`src/rtl/qspi_bus_bridge_if.sv`:
```
// -----------------------------------------------------------------------------
// qspi_bus_bridge_if
// Purpose : bundles the CPU load/store handshake and the downstream qspi_if
//           request/response signals of the QSPI bus bridge.
// Modports:
//   slave  - the bridge: receives CPU requests and qspi_if completions,
//            drives CPU responses and qspi_if requests.
//   master - the environment (CPU plus qspi_if): the mirror image of slave.
// Signals :
//   cpu_req/cpu_we/cpu_size/cpu_unsigned/cpu_adr/cpu_wdata  CPU request
//   cpu_ack/cpu_err/cpu_rdata/cpu_busy                      CPU response
//   read_req/write_req, read_w/read_hw/write_w/write_hw,
//   read_adr/write_adr/write_data                           to qspi_if
//   read_valid/read_data/write_finish                       from qspi_if
// -----------------------------------------------------------------------------
interface qspi_bus_bridge_if;
  logic        cpu_req;
  logic        cpu_we;
  logic [1:0]  cpu_size;
  logic        cpu_unsigned;
  logic [31:0] cpu_adr;
  logic [31:0] cpu_wdata;
  logic        cpu_ack;
  logic        cpu_err;
  logic [31:0] cpu_rdata;
  logic        cpu_busy;
  logic        read_req;
  logic        write_req;
  logic        read_w;
  logic        read_hw;
  logic        write_w;
  logic        write_hw;
  logic [31:0] read_adr;
  logic [31:0] write_adr;
  logic [31:0] write_data;
  logic        read_valid;
  logic [31:0] read_data;
  logic        write_finish;

  modport slave (
    input  cpu_req, cpu_we, cpu_size, cpu_unsigned, cpu_adr, cpu_wdata,
    input  read_valid, read_data, write_finish,
    output cpu_ack, cpu_err, cpu_rdata, cpu_busy,
    output read_req, write_req, read_w, read_hw, write_w, write_hw,
    output read_adr, write_adr, write_data
  );

  modport master (
    output cpu_req, cpu_we, cpu_size, cpu_unsigned, cpu_adr, cpu_wdata,
    output read_valid, read_data, write_finish,
    input  cpu_ack, cpu_err, cpu_rdata, cpu_busy,
    input  read_req, write_req, read_w, read_hw, write_w, write_hw,
    input  read_adr, write_adr, write_data
  );
endinterface

```
`src/rtl/qspi_bus_bridge.sv`:
```
// -----------------------------------------------------------------------------
// qspi_bus_bridge
// Purpose : CPU load/store front end for the QSPI flash/PSRAM controller.
//           Accepts one request at a time, checks size/alignment/address
//           window, issues a one-cycle read_req/write_req to qspi_if, holds
//           address/size/data stable, and answers with extended load data
//           (cpu_ack) or an error pulse (cpu_err, no flash access made).
// Ports   :
//   clk    - system clock
//   rst_n  - asynchronous active-low reset
//   bus    - qspi_bus_bridge_if.slave (CPU side and qspi_if side)
// Parameters:
//   BASE_ADR - base of the QSPI address window
//   ADR_BITS - window size in address bits
// Build option:
//   QSPI_RDBUF_EN - adds a one-entry word read buffer; loads hitting it are
//                   answered without a flash access.
// Timing  : every output is a flop updated from the next state, so each
//           pulse lines up with the state it belongs to. read_valid and
//           write_finish are captured in an input register first, which is
//           why cpu_ack comes two cycles after a completion pulse.
// -----------------------------------------------------------------------------
module qspi_bus_bridge #(
  parameter logic [31:0] BASE_ADR = 32'h0100_0000,
  parameter int unsigned ADR_BITS = 24
) (
  input logic              clk,
  input logic              rst_n,
  qspi_bus_bridge_if.slave bus
);

  typedef enum logic [2:0] {
    S_IDLE    = 3'd0,
    S_ERR     = 3'd1,
    S_RD_REQ  = 3'd2,
    S_RD_WAIT = 3'd3,
    S_WR_REQ  = 3'd4,
    S_WR_WAIT = 3'd5,
    S_RESP    = 3'd6
  } state_e;

  // Sign/zero-extends right-aligned load data according to the access size.
  function automatic logic [31:0] extend_load(input logic [31:0] data,
                                              input logic [1:0]  size,
                                              input logic        uns);
    logic [31:0] ext;
    case (size)
      2'b00:   ext = uns ? {24'd0, data[7:0]}  : {{24{data[7]}},  data[7:0]};
      2'b01:   ext = uns ? {16'd0, data[15:0]} : {{16{data[15]}}, data[15:0]};
      default: ext = data;
    endcase
    return ext;
  endfunction

`ifdef QSPI_RDBUF_EN
  // Picks the addressed byte/halfword lane out of a buffered word.
  function automatic logic [31:0] lane_select(input logic [31:0] data,
                                              input logic [1:0]  lo,
                                              input logic [1:0]  size);
    logic [31:0] lane;
    case (size)
      2'b00:   lane = {24'd0, data[{lo, 3'b000} +: 8]};
      2'b01:   lane = {16'd0, data[{lo[1], 4'b0000} +: 16]};
      default: lane = data;
    endcase
    return lane;
  endfunction
`endif

  state_e      state_q, state_d;
  logic [1:0]  size_q, size_d;
  logic        uns_q, uns_d;
  logic [23:0] adr_q, adr_d;
  logic [31:0] wdata_q, wdata_d;
  logic [31:0] rdata_q, rdata_d;
  logic        read_w_q, read_w_d;
  logic        read_hw_q, read_hw_d;
  logic        write_w_q, write_w_d;
  logic        write_hw_q, write_hw_d;
  logic        ack_q, err_q, rreq_q, wreq_q, busy_q;
  logic        rv_q, wf_q;
  logic [31:0] rd_in_q;
  logic        align_err_s, win_err_s, req_err_s;

`ifdef QSPI_RDBUF_EN
  logic        buf_valid_q, buf_valid_d;
  logic [21:0] buf_tag_q, buf_tag_d;
  logic [31:0] buf_data_q, buf_data_d;
  logic        buf_hit_s;
`endif

  // Request legality: reserved size, misalignment, or outside the window.
  always_comb begin
    case (bus.cpu_size)
      2'b00:   align_err_s = 1'b0;
      2'b01:   align_err_s = bus.cpu_adr[0];
      2'b10:   align_err_s = (bus.cpu_adr[1:0] != 2'b00);
      default: align_err_s = 1'b1;
    endcase
    win_err_s = ((bus.cpu_adr >> ADR_BITS) != (BASE_ADR >> ADR_BITS));
    req_err_s = align_err_s | win_err_s;
  end

`ifdef QSPI_RDBUF_EN
  assign buf_hit_s = buf_valid_q && (buf_tag_q == bus.cpu_adr[23:2]);
`endif

  // Next-state, request latching and load-data formatting.
  always_comb begin
    state_d    = state_q;
    size_d     = size_q;
    uns_d      = uns_q;
    adr_d      = adr_q;
    wdata_d    = wdata_q;
    rdata_d    = rdata_q;
    read_w_d   = read_w_q;
    read_hw_d  = read_hw_q;
    write_w_d  = write_w_q;
    write_hw_d = write_hw_q;
`ifdef QSPI_RDBUF_EN
    buf_valid_d = buf_valid_q;
    buf_tag_d   = buf_tag_q;
    buf_data_d  = buf_data_q;
`endif
    case (state_q)
      S_IDLE: begin
        if (bus.cpu_req) begin
          size_d     = bus.cpu_size;
          uns_d      = bus.cpu_unsigned;
          adr_d      = bus.cpu_adr[23:0];
          wdata_d    = bus.cpu_wdata;
          read_w_d   = !bus.cpu_we && (bus.cpu_size == 2'b10);
          read_hw_d  = !bus.cpu_we && (bus.cpu_size == 2'b01);
          write_w_d  = bus.cpu_we && (bus.cpu_size == 2'b10);
          write_hw_d = bus.cpu_we && (bus.cpu_size == 2'b01);
          if (req_err_s) begin
            state_d = S_ERR;
          end else if (bus.cpu_we) begin
            state_d = S_WR_REQ;
`ifdef QSPI_RDBUF_EN
            // A store to the buffered word makes the copy stale.
            if (buf_tag_q == bus.cpu_adr[23:2]) begin
              buf_valid_d = 1'b0;
            end else begin
              buf_valid_d = buf_valid_q;
            end
`endif
          end
`ifdef QSPI_RDBUF_EN
          else if (buf_hit_s) begin
            state_d = S_RESP;
            rdata_d = extend_load(lane_select(buf_data_q, bus.cpu_adr[1:0], bus.cpu_size),
                                  bus.cpu_size, bus.cpu_unsigned);
          end
`endif
          else begin
            state_d = S_RD_REQ;
          end
        end else begin
          state_d = S_IDLE;
        end
      end
      S_ERR:    state_d = S_IDLE;
      S_RD_REQ: state_d = S_RD_WAIT;
      S_RD_WAIT: begin
        if (rv_q) begin
          rdata_d = extend_load(rd_in_q, size_q, uns_q);
          state_d = S_RESP;
`ifdef QSPI_RDBUF_EN
          if (size_q == 2'b10) begin
            buf_valid_d = 1'b1;
            buf_tag_d   = adr_q[23:2];
            buf_data_d  = rd_in_q;
          end else begin
            buf_valid_d = buf_valid_q;
          end
`endif
        end else begin
          state_d = S_RD_WAIT;
        end
      end
      S_WR_REQ: state_d = S_WR_WAIT;
      S_WR_WAIT: begin
        if (wf_q) begin
          state_d = S_RESP;
        end else begin
          state_d = S_WR_WAIT;
        end
      end
      S_RESP:  state_d = S_IDLE;
      default: state_d = S_IDLE;
    endcase
  end

  // State, latched request, output flops and qspi_if completion capture.
  always_ff @(posedge clk or negedge rst_n) begin
    if (!rst_n) begin
      state_q    <= S_IDLE;
      size_q     <= 2'b00;
      uns_q      <= 1'b0;
      adr_q      <= 24'd0;
      wdata_q    <= 32'd0;
      rdata_q    <= 32'd0;
      read_w_q   <= 1'b0;
      read_hw_q  <= 1'b0;
      write_w_q  <= 1'b0;
      write_hw_q <= 1'b0;
      ack_q      <= 1'b0;
      err_q      <= 1'b0;
      rreq_q     <= 1'b0;
      wreq_q     <= 1'b0;
      busy_q     <= 1'b0;
      rv_q       <= 1'b0;
      wf_q       <= 1'b0;
      rd_in_q    <= 32'd0;
    end else begin
      state_q    <= state_d;
      size_q     <= size_d;
      uns_q      <= uns_d;
      adr_q      <= adr_d;
      wdata_q    <= wdata_d;
      rdata_q    <= rdata_d;
      read_w_q   <= read_w_d;
      read_hw_q  <= read_hw_d;
      write_w_q  <= write_w_d;
      write_hw_q <= write_hw_d;
      ack_q      <= (state_d == S_RESP);
      err_q      <= (state_d == S_ERR);
      rreq_q     <= (state_d == S_RD_REQ);
      wreq_q     <= (state_d == S_WR_REQ);
      busy_q     <= (state_d != S_IDLE);
      // Completions count only while waiting for them; strays are dropped here.
      rv_q       <= (state_q == S_RD_WAIT) && bus.read_valid;
      wf_q       <= (state_q == S_WR_WAIT) && bus.write_finish;
      if ((state_q == S_RD_WAIT) && bus.read_valid) begin
        rd_in_q <= bus.read_data;
      end
    end
  end

`ifdef QSPI_RDBUF_EN
  // One-entry word read buffer.
  always_ff @(posedge clk or negedge rst_n) begin
    if (!rst_n) begin
      buf_valid_q <= 1'b0;
      buf_tag_q   <= 22'd0;
      buf_data_q  <= 32'd0;
    end else begin
      buf_valid_q <= buf_valid_d;
      buf_tag_q   <= buf_tag_d;
      buf_data_q  <= buf_data_d;
    end
  end
`endif

  assign bus.cpu_ack    = ack_q;
  assign bus.cpu_err    = err_q;
  assign bus.cpu_rdata  = rdata_q;
  assign bus.cpu_busy   = busy_q;
  assign bus.read_req   = rreq_q;
  assign bus.write_req  = wreq_q;
  assign bus.read_w     = read_w_q;
  assign bus.read_hw    = read_hw_q;
  assign bus.write_w    = write_w_q;
  assign bus.write_hw   = write_hw_q;
  assign bus.read_adr   = {8'd0, adr_q};
  assign bus.write_adr  = {8'd0, adr_q};
  assign bus.write_data = wdata_q;

endmodule
```
`src/flat_wrapper.sv`:
```
// flat-port wrapper written by rule: the top's interface ports become plain ports
module qspi_bus_bridge_flat 
#(
  parameter logic [31:0] BASE_ADR = 32'h0100_0000,
  parameter int unsigned ADR_BITS = 24
)
  (clk, rst_n, bus_cpu_req, bus_cpu_we, bus_cpu_size, bus_cpu_unsigned, bus_cpu_adr, bus_cpu_wdata, bus_read_valid, bus_read_data, bus_write_finish, bus_cpu_ack, bus_cpu_err, bus_cpu_rdata, bus_cpu_busy, bus_read_req, bus_write_req, bus_read_w, bus_read_hw, bus_write_w, bus_write_hw, bus_read_adr, bus_write_adr, bus_write_data);
  qspi_bus_bridge_if bus_i ();
  input logic clk;
  input logic rst_n;
  input wire logic [$bits(bus_i.cpu_req)-1:0] bus_cpu_req;
  input wire logic [$bits(bus_i.cpu_we)-1:0] bus_cpu_we;
  input wire logic [$bits(bus_i.cpu_size)-1:0] bus_cpu_size;
  input wire logic [$bits(bus_i.cpu_unsigned)-1:0] bus_cpu_unsigned;
  input wire logic [$bits(bus_i.cpu_adr)-1:0] bus_cpu_adr;
  input wire logic [$bits(bus_i.cpu_wdata)-1:0] bus_cpu_wdata;
  input wire logic [$bits(bus_i.read_valid)-1:0] bus_read_valid;
  input wire logic [$bits(bus_i.read_data)-1:0] bus_read_data;
  input wire logic [$bits(bus_i.write_finish)-1:0] bus_write_finish;
  output wire logic [$bits(bus_i.cpu_ack)-1:0] bus_cpu_ack;
  output wire logic [$bits(bus_i.cpu_err)-1:0] bus_cpu_err;
  output wire logic [$bits(bus_i.cpu_rdata)-1:0] bus_cpu_rdata;
  output wire logic [$bits(bus_i.cpu_busy)-1:0] bus_cpu_busy;
  output wire logic [$bits(bus_i.read_req)-1:0] bus_read_req;
  output wire logic [$bits(bus_i.write_req)-1:0] bus_write_req;
  output wire logic [$bits(bus_i.read_w)-1:0] bus_read_w;
  output wire logic [$bits(bus_i.read_hw)-1:0] bus_read_hw;
  output wire logic [$bits(bus_i.write_w)-1:0] bus_write_w;
  output wire logic [$bits(bus_i.write_hw)-1:0] bus_write_hw;
  output wire logic [$bits(bus_i.read_adr)-1:0] bus_read_adr;
  output wire logic [$bits(bus_i.write_adr)-1:0] bus_write_adr;
  output wire logic [$bits(bus_i.write_data)-1:0] bus_write_data;
  assign bus_i.cpu_req = bus_cpu_req;
  assign bus_i.cpu_we = bus_cpu_we;
  assign bus_i.cpu_size = bus_cpu_size;
  assign bus_i.cpu_unsigned = bus_cpu_unsigned;
  assign bus_i.cpu_adr = bus_cpu_adr;
  assign bus_i.cpu_wdata = bus_cpu_wdata;
  assign bus_i.read_valid = bus_read_valid;
  assign bus_i.read_data = bus_read_data;
  assign bus_i.write_finish = bus_write_finish;
  assign bus_cpu_ack = bus_i.cpu_ack;
  assign bus_cpu_err = bus_i.cpu_err;
  assign bus_cpu_rdata = bus_i.cpu_rdata;
  assign bus_cpu_busy = bus_i.cpu_busy;
  assign bus_read_req = bus_i.read_req;
  assign bus_write_req = bus_i.write_req;
  assign bus_read_w = bus_i.read_w;
  assign bus_read_hw = bus_i.read_hw;
  assign bus_write_w = bus_i.write_w;
  assign bus_write_hw = bus_i.write_hw;
  assign bus_read_adr = bus_i.read_adr;
  assign bus_write_adr = bus_i.write_adr;
  assign bus_write_data = bus_i.write_data;
  qspi_bus_bridge #(.BASE_ADR(BASE_ADR), .ADR_BITS(ADR_BITS)) u_core (.clk(clk), .rst_n(rst_n), .bus(bus_i));
endmodule
```
`config.mk`:
```
export PLATFORM = sky130hd
export DESIGN_NAME = qspi_bus_bridge_flat
export DESIGN_NICKNAME = d
export VERILOG_FILES = /design/src/rtl/qspi_bus_bridge_if.sv /design/src/rtl/qspi_bus_bridge.sv /design/src/flat_wrapper.sv
export SDC_FILE = /design/constraint.sdc
export NUM_CORES = 1
export LEC_CHECK = 0
export CAP_MARGIN = 20
export CORE_ASPECT_RATIO = 1.25
export CORE_MARGIN = 2
export CORE_UTILIZATION = 38
export CTS_CLUSTER_DIAMETER = 50
export DETAILED_ROUTE_END_ITERATION = 8
export GPL_ROUTABILITY_DRIVEN = 0
export PLACE_DENSITY = 0.77
export SLEW_MARGIN = 10
export SYNTH_ARGS = -nofsm -noshare
export SYNTH_HDL_FRONTEND = slang
export SYNTH_SLANG_ARGS = --single-unit
```
`constraint.sdc`:
```
create_clock -name clk -period 1.75 [get_ports clk]
set_input_delay 0.35 -clock clk [delete_from_list [all_inputs] [get_ports clk]]
set_output_delay 0.35 -clock clk [all_outputs]
set_load 0.03 [all_outputs]
```
* Word level (Yosys, flattened, before mapping)
Index checks and enable logic that the tools add are counted.
** Word-level totals
- Register bits :: 137
- Input port bits :: 105
- Output and inout port bits :: 137
- Word-level logic and storage cells :: 55
** Cells by class
- Eq/ne operators :: 12
- Muxes and demuxes :: 10
- Bitwise gates (word level) :: 1
- Reduce and logical (&&, ||, !) cells :: 14
** Operators with widths (number)
- $mux 32 :: 2
- $pmux 32 s2 :: 1
- $pmux 3 s5 :: 1
- $eq 3x3->1 const B :: 4
- $mux 3 :: 4
- $eq 3x2->1 const B :: 3
- $ne 8x1->1 const B :: 1
- $logic_and 1x1->1 :: 6
- $eq 2x1->1 const B :: 2
- $logic_not 2->1 :: 2
- $reduce_and 2->1 :: 2
- $eq 3x1->1 const B :: 1
- $logic_not 3->1 :: 1
- $pmux 1 s3 :: 1
- $reduce_bool 3->1 :: 1
- $eq 2x2->1 const B :: 1
- $mux 2 :: 1
- $reduce_bool 2->1 :: 1
- $logic_not 1->1 :: 1
- $or 1x1->1 :: 1

* Depth between registers and ports, before layout
- Depth after elaboration :: 7
- Gate-level depth with buffers :: 8
- Gate-level depth less buffers :: 7

* Least setup slack after synthesis
OpenSTA, ideal clock, no wires.
- Kind :: register -> register
- Start point :: reg u_core.state_q[1]
- End point :: reg u_core.wreq_q (netlist: u_core.bus.write_req)
- Library setup time :: 0.096 ns
- Data arrival time :: 1.661 ns
- Required time :: 1.654 ns
- Path slack :: -0.006 ns
- Stages on the path, launching flop included :: 8
- Buffers on the path :: 1
- Clock period less this slack :: 1.756 ns
- Cells stage by stage :: dfrtp_1 -> buf_2 -> inv_1 -> ha_1 -> a21boi_2 -> a2bb2oi_1 -> inv_1 -> nor4_2
** On the way
- Word-level cells in the longest chain between the ends :: 3
- Elaborated cells between the ends (all ways) :: 7
- Classes of those cells :: 5 x eq/ne; 1 x mux; 1 x reduce/logical
** Ends and longest elaborated chain
- start, declared :: RTL line qspi_bus_bridge.sv:70 : state_e state_q, state_d;
- start signal, assigned :: RTL line qspi_bus_bridge.sv:217 : state_q <= state_d;
- $eq 3x3->1 (tied with other cells) :: RTL line qspi_bus_bridge.sv:125 : case (state_q)
- $pmux 3 s5 (*) :: RTL line qspi_bus_bridge.sv:125
- via u_core.state_d[0] :: RTL line qspi_bus_bridge.sv:70
- $eq 3x3->1 (*) :: RTL line qspi_bus_bridge.sv:230 : wreq_q <= (state_d == S_WR_REQ);
- end signal, assigned :: RTL line qspi_bus_bridge.sv:230
- end, declared :: RTL line qspi_bus_bridge.sv:80 : logic ack_q, err_q, rreq_q, wreq_q, busy_q;
Mark *: on every way through the listed nets, which the timed path passes. The rest lies on a longest branch.
A chain may end at the register's enable or synchronous reset.

* Worst setup path after layout
- Start point :: in bus_cpu_adr[30]
- End point :: reg u_core.ack_q (netlist: u_core.bus.cpu_ack)
** On the way
- Word-level cells in the longest chain between the ends :: 6
** Ends and longest elaborated chain
- start, declared :: RTL line flat_wrapper.sv:15 : input wire logic [$bits(bus_i.cpu_adr)-1:0] bus_cpu_adr;
- $ne 8x1->1 :: RTL line qspi_bus_bridge.sv:100 : win_err_s = ((bus.cpu_adr >> ADR_BITS) != (BASE_ADR >> ADR_BITS));
- $or 1x1->1 :: RTL line qspi_bus_bridge.sv:101 : req_err_s = align_err_s | win_err_s;
- $mux 3 :: RTL line qspi_bus_bridge.sv:136 : if (req_err_s) begin
- $mux 3 :: RTL line qspi_bus_bridge.sv:127 : if (bus.cpu_req) begin
- $pmux 3 s5 :: RTL line qspi_bus_bridge.sv:125
- $eq 3x3->1 :: RTL line qspi_bus_bridge.sv:227 : ack_q <= (state_d == S_RESP);
- end signal, assigned :: RTL line qspi_bus_bridge.sv:227
- end, declared :: RTL line qspi_bus_bridge.sv:80
No other way between the ends.

==> out/metrics.csv <==
stage,metric,value,unit
timing,drv_slew,0,
detailed_routing,detail_route.vias_per_cell,4.64,
timing,setup_viol,0,
critical_path,cpPeakStageDelay,420,ps
global_route,grt_pass1_wl,23.4,mm
yosys,syn_area_per_cell,10.0,um2
global_route,gr-total-overflow,0,
cells_and_area,area_growth,51.1,%
floorplanning,io-pin-count,242,
yosys,syn_area,5670,um2
power,p_seq_share,40.5,%
critical_path,arrival,2020,ps
critical_path,worstSetupPathType,in -> reg,
global_route,top_usage_layer,met2,
clock_network,cts_buffers,17,
timing,fin_hold_ws,394,ps
cells_and_area,drive_gt1_share,13.1,%
critical_path,reg2reg_to,u_core.bus.write_req$_DFF_PN0_,
critical_path,critPathSlowestCell,clkdlybuf4s50_1,
yosys,ys_warn_count,0,
critical_path,r2r-start,u_core.state_q[2]$_DFF_PN0_,
outcome,outcome,"finished, violations left",
critical_path,r2r_slack,110,ps
yosys,synth_edf_count,0,
cells_and_area,nets,890,
global_route,use_met3,5.50,%
clock_network,clock-sinks,137,
power,pwr-share-comb,18.4,%
critical_path,crit_path_end,u_core.bus.cpu_ack$_DFF_PN0_,
detailed_routing,routed_wl,14.9,mm
critical_path,cp_cell_sequence,clkdlybuf4s50_1 > nor4_2 > o211ai_1 > buf_4 > o311a_4 > nor3_1,
cells_and_area,utilization,59.2,%
global_route,grt_use_met2,30.9,%
yosys,synthFlopType,dfrtp_1,
floorplanning,initial_core_util,39.2,%
floorplanning,die_x,113,um
global_route,track_usage,19.0,%
cells_and_area,n_antenna_cell,0,
critical_path,startpoint,bus_cpu_adr[30],
floorplanning,dieHeight,141,um
power,peakVddDrop,0.000586,V
clock_network,htreeDepth,4,
detailed_routing,via_count,4519,
placement,portBuffers,225,
critical_path,required,2070,ps
critical_path,reg2reg_depth,6,
clock_network,clk_latency,420,ps
global_route,use_met1,22.7,%
clock_network,clk_path_buf_depth,2,
critical_path,endpoint_kind,flip-flop,
cells_and_area,nFillCells,1238,
placement,dp_hpwl,10.5,mm
critical_path,critPathTopFamily,buffers and inverters,
hold_path,hold_path.class,in -> async,
global_route,grt_max_degree,66,
timing,timing.setup.tns,0,ps
yosys,synth.distinct_cells,37,
job,max_cap_viol_count,0,
yosys,synthCells,565,
timing,fmax,0.590,GHz
power,power_density,1010,nW/um2
timing,period_share,96.8,%
timing,post-route-min-period,1690,ps
critical_path,crit_fanout,4,
detailed_routing,first_iter_violations,224,
cells_and_area,multi_input_area,1900,um2
power,power.internal,6.23,mW
power,p_leak,4.55,nW
critical_path,crit_cells,6,
cells_and_area,final-seq-area,3430,um2
floorplanning,core_area,14500,um2
detailed_routing,drc_errors,10,
global_route,first_global_vias,4515,
power,clkPwrFrac,41.0,%
detailed_routing,wire_per_inst,15.3,um
outcome,violations,DRC,
power,p_sw_share,28.1,%
clock_network,cts_tree,done,
timing,final_hold_viol_count,0,
yosys,ys_seq_area_share,60.5,%
floorplanning,dieArea,15900,um2
detailed_routing,antenna_left,0,
clock_network,cts_root_buf,clkbuf_16,
timing,fin_skew,6.46,ps
detailed_routing,drt_first_pass_iters,6,
floorplanning,num_rows,49,
power,power_switching,2.43,mW
clock_network,clk_pin_slew,50,ps
timing,rsz0062_at_grt,false,
yosys,async_flop_share,100,%
global_route,antenna_found_initial,1,
critical_path,cp-start-kind,input port,
critical_path,path_buf_inv,2,
yosys,ys_ff_latch,137,
## synthesized netlist by cell type (5+ instances only)
| master | instances | area, um2 |
|---|---|---|
| clkbuf_1 | 13 | 48.8 |
| mux2_2 | 32 | 360 |
| a21oi_1 | 18 | 90.1 |
| buf_1 | 5 | 18.8 |
| a31oi_1 | 8 | 50.1 |
| buf_2 | 10 | 50.1 |
| buf_4 | 41 | 308 |
| o21ai_0 | 11 | 55.1 |
| nand2_1 | 222 | 833 |
| nor2_1 | 27 | 101 |
| dfrtp_1 | 137 | 3430 |
| inv_1 | 6 | 22.5 |
## routing by layer
metal,share of wire [%],routed length [um]
met5,0.087,13
met4,3.5,527
met3,5.8,871
met2,50,7520
met1,40,5990
## cells by family (layout without fill, tap and decap cells)
| kind of cell | count (synthesis) | count (layout) | share of synthesized area [%] |
|---|---|---|---|
| simple gates | 269 | 269 | 19.4 |
| fa+ha+maj | 2 | 2 | 0.442 |
| mux | 34 | 34 | 6.71 |
| compound gates | 47 | 47 | 4.95 |
| flops | 137 | 137 | 60.5 |
| buf+inv | 75 | 290 | 7.90 |
| other cells | 1 | 16 | 0.0662 |
## power by group through the flow
| stage | clock network [mW] | registers, mW | logic (mW) |
|---|---|---|---|
| global placement | 0 | 3.57 | 1.78 |
| finish | 3.56 | 3.51 | 1.60 |
| detailed placement | 0 | 3.57 | 1.79 |
| global route | 3.77 | 3.54 | 1.70 |
| floorplan | 0 | 3.91 | 0.604 |
| CTS | 3.63 | 3.51 | 1.62 |
## cell type report
class,instances,area share [%]
clock buffers,24,5.86
clock inverters,7,1.05
inverters,6,0.263
multi-input cells,368,22.2
flip-flops and latches,137,40.1
well taps,178,2.60
repair buffers,253,28.0
## placed cells by master, fill, tap and decap left out, types with 10 or more instances in the layout
cell type,count
a21oi_1,18
buf_4,20
clkbuf_16,17
clkdlybuf4s50_1,102
conb_1,16
dfrtp_1,136
dlygate4sd2_1,121
mux2_2,32
nand2_1,222
nor2_1,27
o21ai_0,10
## worst min-delay path by stage
stage	start	to	slack, ps	cells past startpoint
2_1_floorplan	rst_n	u_core.adr_q[0]$_DFFE_PN0P_	50	0
3_3_place_gp	rst_n	u_core.bus.cpu_rdata[2]$_DFFE_PN0P_	240	1
3_5_place_dp	rst_n	u_core.bus.cpu_rdata[2]$_DFFE_PN0P_	240	1
4_1_cts	rst_n	u_core.rd_in_q[9]$_DFFE_PN0P_	380	2
5_1_grt	rst_n	u_core.rd_in_q[9]$_DFFE_PN0P_	400	2
6_report	rst_n	u_core.bus.cpu_rdata[6]$_DFFE_PN0P_	390	2
## registers in the layout, indices dropped and copies added (netlist names), 2 cells and up
signal                 count
u_core.adr_q              24
u_core.bus.cpu_rdata      32
u_core.bus.write_data     32
u_core.rd_in_q            32
u_core.size_q              2
u_core.state_q             3
## per-stage QoR
stage	worst slack (ps)	total power, mW	instance area [um2]	std cells
global placement	-394	5.35	8060	941
detailed placement	-460	5.37	8060	941
global route	7.96	9.01	8560	973
CTS	5.40	8.76	8530	973
floorplan	1.63	4.52	5730	580
finish	55.3	8.66	8560	973
## timing repair
item,in CTS,in global routing
resized for setup,124,8
endpoints found under the setup margin,123,3
setup buffers,0,0
pin swaps,2,4
endpoints found under the hold margin,26,0
hold buffers,1,0
No activity file was read; power rests on OpenSTA's default activity.
